`config.mk`:
```
export PLATFORM = sky130hd
export DESIGN_NAME = param_frame_ctrl
export DESIGN_NICKNAME = d
export VERILOG_FILES = /design/src/rtl/param_frame_pkg.sv /design/src/rtl/param_frame_ctrl_tmo.sv /design/src/rtl/param_frame_ctrl.sv
export SDC_FILE = /design/constraint.sdc
export NUM_CORES = 1
export LEC_CHECK = 0
export BUFFER_PORTS_ARGS = -buffer_cell sky130_fd_sc_hd__buf_4
export CORE_MARGIN = 4
export CORE_UTILIZATION = 60
export CTS_BUF_LIST = sky130_fd_sc_hd__clkbuf_2
export CTS_CLUSTER_DIAMETER = 40
export DETAILED_ROUTE_END_ITERATION = 6
export PLACE_DENSITY = 0.78
export SLEW_MARGIN = 20
export SYNTH_ARGS = -nofsm -noshare
export SYNTH_HDL_FRONTEND = slang
export SYNTH_SLANG_ARGS = --single-unit
export TNS_END_PERCENT = 5
```
`constraint.sdc`:
```
create_clock -name clk -period 2.99 [get_ports clk]
set_clock_uncertainty 0.15 [all_clocks]
set_input_delay 0.1495 -clock clk [delete_from_list [all_inputs] [get_ports clk]]
set_output_delay 0.1495 -clock clk [all_outputs]
set_load 0.005 [all_outputs]
```
`src/rtl/param_frame_pkg.sv`:
```
// Shared definitions for the host parameter frame controller.
//   - Default header bytes, words per frame and inter-byte timeout.
//   - FSM state encoding, which is also exported on the controller's debug port.
package param_frame_pkg;

  localparam int         NWORDS_DEF  = 6;
  localparam logic [7:0] HDR0_DEF    = 8'hA5;
  localparam logic [7:0] HDR1_DEF    = 8'h5A;
  localparam int         TIMEOUT_DEF = 50000;

  typedef enum logic [2:0] {
    ST_IDLE    = 3'd0,
    ST_HDR     = 3'd1,
    ST_PAYLOAD = 3'd2,
    ST_CSUM    = 3'd3,
    ST_PUSH    = 3'd4
  } state_e;

endpackage

```
`src/rtl/param_frame_ctrl_tmo.sv`:
```
// Inter-byte timeout counter for the frame controller.
//   clk, rst_n : clock, async active-low reset
//   arm_i      : count while high (frame in progress); counter held at 0 otherwise
//   load_i     : byte received; reloads the counter and suppresses expiry
//   expire_o   : 1-cycle pulse when TIMEOUT cycles have passed without a byte
module rx_timeout_cnt
  import param_frame_pkg::*;
#(
  parameter int TIMEOUT = TIMEOUT_DEF
) (
  input  logic clk,
  input  logic rst_n,
  input  logic arm_i,
  input  logic load_i,
  output logic expire_o
);

  localparam int            TW   = $clog2(TIMEOUT);
  localparam logic [TW-1:0] LAST = TW'(TIMEOUT - 1);

  logic [TW-1:0] cnt_q, cnt_d;

  // A byte arriving in the expiry cycle wins: load_i masks the pulse.
  assign expire_o = arm_i && !load_i && (cnt_q == LAST);

  always_comb begin
    cnt_d = cnt_q + 1'b1;
    if (!arm_i || load_i || expire_o) cnt_d = '0;
  end

  always_ff @(posedge clk or negedge rst_n) begin
    if (!rst_n) cnt_q <= '0;
    else        cnt_q <= cnt_d;
  end

endmodule

```
`src/rtl/param_frame_ctrl.sv`:
```
// Host parameter frame controller.
// Receives HDR0 HDR1 P0..P(2*NWORDS-1) CSUM, checks header and 8-bit checksum,
// then pushes NWORDS 16-bit words {P(2k),P(2k+1)} into the parameter store.
//   clk, rst_n  : clock, async active-low reset
//   rx_data     : received byte
//   rx_valid    : 1-cycle strobe per byte; there is no back-pressure, a byte
//                 is consumed (or dropped) in the cycle its strobe is high
//   clr         : sync abort; drops wr_en so the store clears
//   wr_data     : word to store, qualified by wr_flag
//   wr_flag     : write strobe, one per word
//   wr_en       : store enable; set on push entry, cleared only by clr/reset
//   frame_ok    : pulse with the last wr_flag of an accepted frame
//   frame_err   : pulse on checksum mismatch or inter-byte timeout
//   busy        : state != IDLE
//   dbg_state_o : current FSM state (state_e encoding)
module param_frame_ctrl
  import param_frame_pkg::*;
#(
  parameter int         WIDTH   = 16,
  parameter int         NWORDS  = NWORDS_DEF,
  parameter logic [7:0] HDR0    = HDR0_DEF,
  parameter logic [7:0] HDR1    = HDR1_DEF,
  parameter int         TIMEOUT = TIMEOUT_DEF
) (
  input  logic             clk,
  input  logic             rst_n,
  input  logic [7:0]       rx_data,
  input  logic             rx_valid,
  input  logic             clr,
  output logic [WIDTH-1:0] wr_data,
  output logic             wr_flag,
  output logic             wr_en,
  output logic             frame_ok,
  output logic             frame_err,
  output logic             busy,
  output logic [2:0]       dbg_state_o
);

  localparam int             NBYTES    = 2 * NWORDS;
  localparam int             CW        = $clog2(NBYTES);
  localparam int             WIW       = $clog2(NWORDS);
  localparam logic [CW-1:0]  LAST_BYTE = CW'(NBYTES - 1);
  localparam logic [WIW-1:0] LAST_WORD = WIW'(NWORDS - 1);

  state_e           state_q, state_d;
  logic [CW-1:0]    cnt_q, cnt_d;
  logic [7:0]       sum_q, sum_d;
  logic [WIW-1:0]   widx_q, widx_d;
  logic [7:0]       buf_q [NBYTES];
  logic             buf_we;
  logic [WIDTH-1:0] wr_data_q, wr_data_d;
  logic             wr_flag_q, wr_flag_d;
  logic             wr_en_q, wr_en_d;
  logic             frame_ok_q, frame_ok_d;
  logic             frame_err_q, frame_err_d;
  logic             busy_q;
  logic             tmo_arm, tmo_exp;
  logic [CW-1:0]    rd_hi_idx, rd_lo_idx;

  assign tmo_arm = (state_q == ST_HDR) || (state_q == ST_PAYLOAD) || (state_q == ST_CSUM);

  rx_timeout_cnt #(.TIMEOUT(TIMEOUT)) u_tmo (
    .clk      (clk),
    .rst_n    (rst_n),
    .arm_i    (tmo_arm),
    .load_i   (rx_valid),
    .expire_o (tmo_exp)
  );

  // Word k lives in bytes 2k (MSB) and 2k+1 (LSB).
  assign rd_hi_idx = {widx_q, 1'b0};
  assign rd_lo_idx = {widx_q, 1'b1};

  always_comb begin
    state_d     = state_q;
    cnt_d       = cnt_q;
    sum_d       = sum_q;
    widx_d      = widx_q;
    buf_we      = 1'b0;
    wr_data_d   = wr_data_q;
    wr_flag_d   = 1'b0;
    wr_en_d     = wr_en_q;
    frame_ok_d  = 1'b0;
    frame_err_d = 1'b0;
    if (clr) begin
      // Abort anything, including a push; the store clears as wr_en falls.
      state_d = ST_IDLE;
      wr_en_d = 1'b0;
    end else if (tmo_exp) begin
      state_d     = ST_IDLE;
      frame_err_d = 1'b1;
    end else begin
      unique case (state_q)
        ST_IDLE: begin
          if (rx_valid && rx_data == HDR0) state_d = ST_HDR;
        end
        ST_HDR: begin
          if (rx_valid) begin
            if (rx_data == HDR1) begin
              state_d = ST_PAYLOAD;
              cnt_d   = '0;
              sum_d   = '0;
            end else if (rx_data != HDR0) begin
              state_d = ST_IDLE;   // a repeated HDR0 keeps us here to resync
            end
          end
        end
        ST_PAYLOAD: begin
          if (rx_valid) begin
            buf_we = 1'b1;
            sum_d  = sum_q + rx_data;
            cnt_d  = cnt_q + 1'b1;
            if (cnt_q == LAST_BYTE) state_d = ST_CSUM;
          end
        end
        ST_CSUM: begin
          if (rx_valid) begin
            if (rx_data == sum_q) begin
              state_d = ST_PUSH;
              widx_d  = '0;
              wr_en_d = 1'b1;      // high before the first strobe
            end else begin
              state_d     = ST_IDLE;
              frame_err_d = 1'b1;
            end
          end
        end
        ST_PUSH: begin
          // Incoming bytes are dropped here.
          wr_flag_d = 1'b1;
          wr_data_d = WIDTH'({buf_q[rd_hi_idx], buf_q[rd_lo_idx]});
          widx_d    = widx_q + 1'b1;
          if (widx_q == LAST_WORD) begin
            frame_ok_d = 1'b1;
            state_d    = ST_IDLE;
          end
        end
        default: state_d = ST_IDLE;
      endcase
    end
  end

  always_ff @(posedge clk or negedge rst_n) begin
    if (!rst_n) begin
      state_q     <= ST_IDLE;
      cnt_q       <= '0;
      sum_q       <= '0;
      widx_q      <= '0;
      wr_data_q   <= '0;
      wr_flag_q   <= 1'b0;
      wr_en_q     <= 1'b0;
      frame_ok_q  <= 1'b0;
      frame_err_q <= 1'b0;
      busy_q      <= 1'b0;
      for (int i = 0; i < NBYTES; i++) buf_q[i] <= '0;
    end else begin
      state_q     <= state_d;
      cnt_q       <= cnt_d;
      sum_q       <= sum_d;
      widx_q      <= widx_d;
      wr_data_q   <= wr_data_d;
      wr_flag_q   <= wr_flag_d;
      wr_en_q     <= wr_en_d;
      frame_ok_q  <= frame_ok_d;
      frame_err_q <= frame_err_d;
      busy_q      <= (state_d != ST_IDLE);
      if (buf_we) buf_q[cnt_q] <= rx_data;
    end
  end

  assign wr_data     = wr_data_q;
  assign wr_flag     = wr_flag_q;
  assign wr_en       = wr_en_q;
  assign frame_ok    = frame_ok_q;
  assign frame_err   = frame_err_q;
  assign busy        = busy_q;
  assign dbg_state_o = state_q;

endmodule
```
==> metrics.txt <==
# TYPE chip_impl_metric gauge
chip_impl_metric{name="critical_path.max_stage_delay",unit="ps"} 550
chip_impl_info{name="crit_family",value="simple AND/OR/NAND/NOR gates"} 1
chip_impl_metric{name="critical_path.n_buffers_inverters",unit=""} 1
chip_impl_metric{name="drc_viols",unit=""} 0
chip_impl_metric{name="wl",unit="µm"} 15600
chip_impl_metric{name="fin_hold_ws",unit="ps"} 116
chip_impl_info{name="critPathSlowestCell",value="sky130_fd_sc_hd__dlygate4sd3_1"} 1
chip_impl_metric{name="critical_path_required",unit="ps"} 3480
chip_impl_metric{name="final_max_slew_viol_count",unit=""} 0
chip_impl_info{name="worst_setup_path_start_kind",value="flop"} 1
chip_impl_metric{name="adder_cell_share_of_the_synthesized_area",unit="%"} 2.68
chip_impl_info{name="criticalPathCategory",value="flop to flop"} 1
chip_impl_metric{name="via_per_inst",unit=""} 6.17
chip_impl_metric{name="post_synth.cell_area_avg",unit="µm²"} 12.9
chip_impl_metric{name="cts.clk_slew.worst_paths",unit="ps"} 220
chip_impl_info{name="clockRootBuffer",value="sky130_fd_sc_hd__clkbuf_2"} 1
chip_impl_metric{name="dr_total_vias",unit=""} 4792
chip_impl_metric{name="synth_edf_count",unit=""} 0
chip_impl_metric{name="ys_ff_latch",unit=""} 151
chip_impl_info{name="largest_area_contributor_in_the_netlist",value="sky130_fd_sc_hd__dfrtp_1"} 1
chip_impl_metric{name="floorplan.die_area",unit="µm²"} 14000
chip_impl_metric{name="hold_viol",unit=""} 0
chip_impl_metric{name="floorplan.initialDensity",unit="%"} 62.5
chip_impl_info{name="cts_tree",value="built"} 1
chip_impl_metric{name="power.ir.vdd_worst",unit="mV"} 0.333
chip_impl_metric{name="core_area",unit="µm²"} 11700
chip_impl_metric{name="met2RoutedLength",unit="µm"} 7810
chip_impl_metric{name="nets",unit=""} 648
chip_impl_metric{name="cap_viol_max_count",unit=""} 0
chip_impl_info{name="ys.flop_type",value="sky130_fd_sc_hd__dfrtp_1"} 1
chip_impl_metric{name="synth_simple_gate_area_share",unit="%"} 10.7
chip_impl_metric{name="maximum_level_of_the_cts_h_tree",unit=""} 4
chip_impl_metric{name="ant_nets",unit=""} 0
chip_impl_info{name="worst_min_delay_path_startpoint",value="rx_valid"} 1
chip_impl_metric{name="total_of_buffers_placed_on_input_and_output_ports",unit=""} 35
chip_impl_info{name="synth_top_family_by_area",value="multiplexers"} 1
chip_impl_metric{name="core.rowCount",unit=""} 39
chip_impl_metric{name="worst_ep_arrival_time",unit="ps"} 3150
chip_impl_metric{name="met3_length",unit="µm"} 647
chip_impl_metric{name="drive_gt1_share",unit="%"} 36.0
chip_impl_metric{name="yosysSeqAreaShare",unit="%"} 51.8
chip_impl_metric{name="detail_route.wirelength.met1",unit="µm"} 6820
chip_impl_metric{name="globalRouteTotalUtil",unit="%"} 23.7
chip_impl_metric{name="total_setup_buffers_inserted_after_cts",unit=""} 0
chip_impl_metric{name="largest_net_degree_at_the_start_of_global_routing",unit=""} 64
chip_impl_info{name="run_status",value="finished, final reports clean"} 1
chip_impl_metric{name="die_w",unit="µm"} 118
chip_impl_metric{name="timing.setup.tns",unit="ps"} 0
chip_impl_metric{name="proportion_of_synthesized_area_in_mux_cells",unit="%"} 22.5
chip_impl_info{name="startpoint",value="sum_q[2]$_DFFE_PN0P_"} 1
chip_impl_info{name="topRoutingLayerUsed",value="met4"} 1
chip_impl_metric{name="relSlewSlack",unit="%"} 43.9
chip_impl_metric{name="tritoncts_num_sinks",unit=""} 151
chip_impl_metric{name="max_clk_rate",unit="MHz"} 377
chip_impl_metric{name="io_pins",unit=""} 36
chip_impl_metric{name="setup_viol",unit=""} 0
chip_impl_metric{name="share_of_async_settable_or_async_resettable_flops_after_synthesis",unit="%"} 100
chip_impl_metric{name="hold_buf_count_cts",unit=""} 18
chip_impl_metric{name="synth.yosys.warnings",unit=""} 0
chip_impl_metric{name="floorplan.die.height",unit="µm"} 118
chip_impl_info{name="unrepaired_setup_endpoints_after_global_routing",value="no"} 1
chip_impl_metric{name="synth_compound_gate_area_share",unit="%"} 7.71
chip_impl_metric{name="power_density",unit="nW/µm²"} 435
chip_impl_info{name="path_cells",value="ha_1 -> nor4_2 -> nand3_1 -> or4_4 -> a21oi_1 -> dlygate4sd3_1"} 1
chip_impl_metric{name="final_period_minus_worst_setup_slack",unit="ps"} 2650
chip_impl_metric{name="numCtsBuffers",unit=""} 17
chip_impl_info{name="worst_setup_ep_type",value="flop"} 1
chip_impl_metric{name="grt_pass1_vias",unit=""} 4913
chip_impl_metric{name="initial_antenna_violation_count",unit=""} 0
chip_impl_info{name="netlist_top_cells_area",value="sky130_fd_sc_hd__dfrtp_1 (52%), sky130_fd_sc_hd__mux2_2 (17%), sky130_fd_sc_hd__mux4_2 (4.9%)"} 1
chip_impl_metric{name="clk_path_buf_depth",unit=""} 2
chip_impl_metric{name="detailedPlacementHpwl",unit="µm"} 10300
chip_impl_metric{name="fill_cells",unit=""} 818
chip_impl_metric{name="synthesis.nets",unit=""} 593
chip_impl_metric{name="detail_route.first_pass.iterations",unit=""} 7
chip_impl_metric{name="synth_top_area_share",unit="%"} 51.8
chip_impl_metric{name="syn2layout_area_growth",unit="%"} 11.9
chip_impl_metric{name="post_cts_resize_count",unit=""} 0
chip_impl_metric{name="detail_route.wl_per_cell",unit="µm"} 20.0
chip_impl_metric{name="finalCritPeriodShare",unit="%"} 88.7
chip_impl_info{name="crit-reg2reg-launch",value="sum_q[2]$_DFFE_PN0P_"} 1
chip_impl_metric{name="globalplace.congestion",unit=""} 0.904
chip_impl_metric{name="tightestPinTransition",unit="ps"} 840
chip_impl_metric{name="post_syn_instances",unit=""} 566
chip_impl_metric{name="drt_iter0_markers",unit=""} 388
chip_impl_metric{name="cellLeakagePower",unit="nW"} 3.83
chip_impl_metric{name="synth.distinct_cells",unit=""} 57
chip_impl_metric{name="worstSkewPairLatency",unit="ps"} 710
chip_impl_metric{name="synth.cell_area",unit="µm²"} 7290
chip_impl_info{name="hp-class",value="primary input to flop"} 1
chip_impl_metric{name="crit_fanout",unit=""} 6
chip_impl_metric{name="grt_first_pass_wirelength",unit="µm"} 26100
chip_impl_metric{name="synthXorXnorAreaFrac",unit="%"} 2.16
chip_impl_metric{name="globalRoute.totalOverflow",unit=""} 0
==> cell usage after synthesis, types with 3 or more instances <==
library cell                 n
sky130_fd_sc_hd__dfrtp_1   151
sky130_fd_sc_hd__mux2_2    113
sky130_fd_sc_hd__nor2_1     40
sky130_fd_sc_hd__a21oi_1    27
sky130_fd_sc_hd__nand2_1    20
sky130_fd_sc_hd__clkbuf_1   19
sky130_fd_sc_hd__a22oi_1    17
sky130_fd_sc_hd__mux4_2     16
sky130_fd_sc_hd__o21ai_0    15
sky130_fd_sc_hd__ha_1       14
sky130_fd_sc_hd__xnor2_1    11
sky130_fd_sc_hd__buf_2       9
sky130_fd_sc_hd__inv_1       9
sky130_fd_sc_hd__nand3_4     8
sky130_fd_sc_hd__nor3_1      7
sky130_fd_sc_hd__xor2_1      7
sky130_fd_sc_hd__nand4_1     6
sky130_fd_sc_hd__a21o_1      5
sky130_fd_sc_hd__a22o_1      5
sky130_fd_sc_hd__nand3_1     5
sky130_fd_sc_hd__nand3_2     4
sky130_fd_sc_hd__nor2b_1     4
sky130_fd_sc_hd__and2_1      3
sky130_fd_sc_hd__and3_1      3
sky130_fd_sc_hd__nand4b_1    3
==> worst reg2reg max path, stage by stage (launching register included) <==
cell and delay (ps):
sky130_fd_sc_hd__dfrtp_1 440, sky130_fd_sc_hd__ha_1 360, sky130_fd_sc_hd__nor4_2 350, sky130_fd_sc_hd__nand3_1 130
sky130_fd_sc_hd__or4_4 450, sky130_fd_sc_hd__a21oi_1 150, sky130_fd_sc_hd__dlygate4sd3_1 550
==> routing by layer <==
| metal | vias to the layer above | global-route usage, % |
|---|---|---|
| met5 | - | 0 |
| met1 | 2472 | 31.5 |
| li1 | 2205 | - |
| met4 | 0 | 7.84 |
| met2 | 86 | 38.8 |
| met3 | 29 | 5.30 |
==> stage by stage <==
step / worst slack [ps] / area [µm²] / util (%) / cells / power [mW]
after floorplan: 749 / 7290 / - / 566 / 2.27
after global placement: 633 / 7720 / 66.2 / 727 / 2.42
after detailed placement: 608 / 7720 / 66.2 / 727 / 2.43
after CTS: 346 / 8150 / 69.9 / 776 / 3.58
after global routing: 173 / 8150 / 69.9 / 776 / 3.70
final: 337 / 8160 / 69.9 / 777 / 3.55
==> final cells by class <==
type	instances	area (µm²)	share of cell area, %
Inverter	10	37.5	0.460
Clock buffer	21	105	1.29
Antenna cell	1	2.50	0.0307
Multi-Input combinational cell	374	3340	40.9
Clock inverter	10	130	1.60
Sequential cell	151	3780	46.3
Timing Repair Buffer	67	582	7.13
Tap cell	143	179	2.19
==> power breakdown <==
part	leakage, nW	switching [mW]	internal [mW]
clock	0.151	0.678	0.468
combinational	1.61	0.155	0.136
sequential	2.07	0.0363	2.08
total	3.83	0.870	2.68
==> cells in the final DEF, fill, tap and decap left out, types with 3 or more instances in the layout <==
cell type | netlist | routed
sky130_fd_sc_hd__buf_4 | 0 | 47
sky130_fd_sc_hd__mux4_2 | 16 | 16
sky130_fd_sc_hd__bufinv_16 | 0 | 3
sky130_fd_sc_hd__nand2_1 | 20 | 20
sky130_fd_sc_hd__dfrtp_1 | 151 | 150
sky130_fd_sc_hd__clkbuf_2 | 0 | 21
sky130_fd_sc_hd__a21o_1 | 5 | 5
sky130_fd_sc_hd__nor3_1 | 7 | 7
sky130_fd_sc_hd__dlygate4sd3_1 | 0 | 17
sky130_fd_sc_hd__nand3_4 | 8 | 8
sky130_fd_sc_hd__nand3_2 | 4 | 4
sky130_fd_sc_hd__nor2_1 | 40 | 39
sky130_fd_sc_hd__ha_1 | 14 | 14
sky130_fd_sc_hd__and2_1 | 3 | 3
sky130_fd_sc_hd__nand4b_1 | 3 | 3
sky130_fd_sc_hd__xor2_1 | 7 | 7
sky130_fd_sc_hd__a22oi_1 | 17 | 17
sky130_fd_sc_hd__inv_1 | 9 | 9
sky130_fd_sc_hd__mux2_2 | 113 | 113
sky130_fd_sc_hd__nand4_1 | 6 | 6
sky130_fd_sc_hd__nand3_1 | 5 | 5
sky130_fd_sc_hd__a22o_1 | 5 | 5
sky130_fd_sc_hd__a21oi_1 | 27 | 27
sky130_fd_sc_hd__xnor2_1 | 11 | 11
sky130_fd_sc_hd__o21ai_0 | 15 | 15
sky130_fd_sc_hd__and3_1 | 3 | 3
sky130_fd_sc_hd__nor2b_1 | 4 | 4
sky130_fd_sc_hd__clkinv_2 | 0 | 4
==> final timing paths <==
check	to	slack [ps]	cells after the start
worst min register to register	u_tmo.cnt_q[0]$_DFF_PN0_	320	1
min in group asynchronous	cnt_q[3]$_DFFE_PN0P_	420	4
worst max-delay path	wr_en$_DFFE_PN0P_	340	6
max in group asynchronous	buf_q[10]$_DFFE_PN0P_	1950	4
worst min-delay path	u_tmo.cnt_q[2]$_DFF_PN0_	120	3
worst max register to register	wr_en$_DFFE_PN0P_	340	6
==> cell families (layout without fill, tap and decap cells) <==
family / count (synthesis) / count (layout)
other: 0 / 1
AND/OR/NAND/NOR: 124 / 124
multiplexers: 130 / 130
adder cells (fa/ha/maj): 15 / 15
AO/OA/AOI/OAI: 87 / 87
flip-flops: 151 / 151
XOR/XNOR: 18 / 18
buffers and inverters: 41 / 108
==> sequential cells by signal (all words and copies together), names as in the netlist, 3 cells and up <==
| register | cells |
|---|---|
| widx_q | 3 |
| cnt_q | 4 |
| sum_q | 8 |
| dbg_state_o | 3 |
| buf_q | 96 |
| wr_data | 16 |
| u_tmo.cnt_q | 16 |
Note: power is estimated with default switching activity, not from simulation.
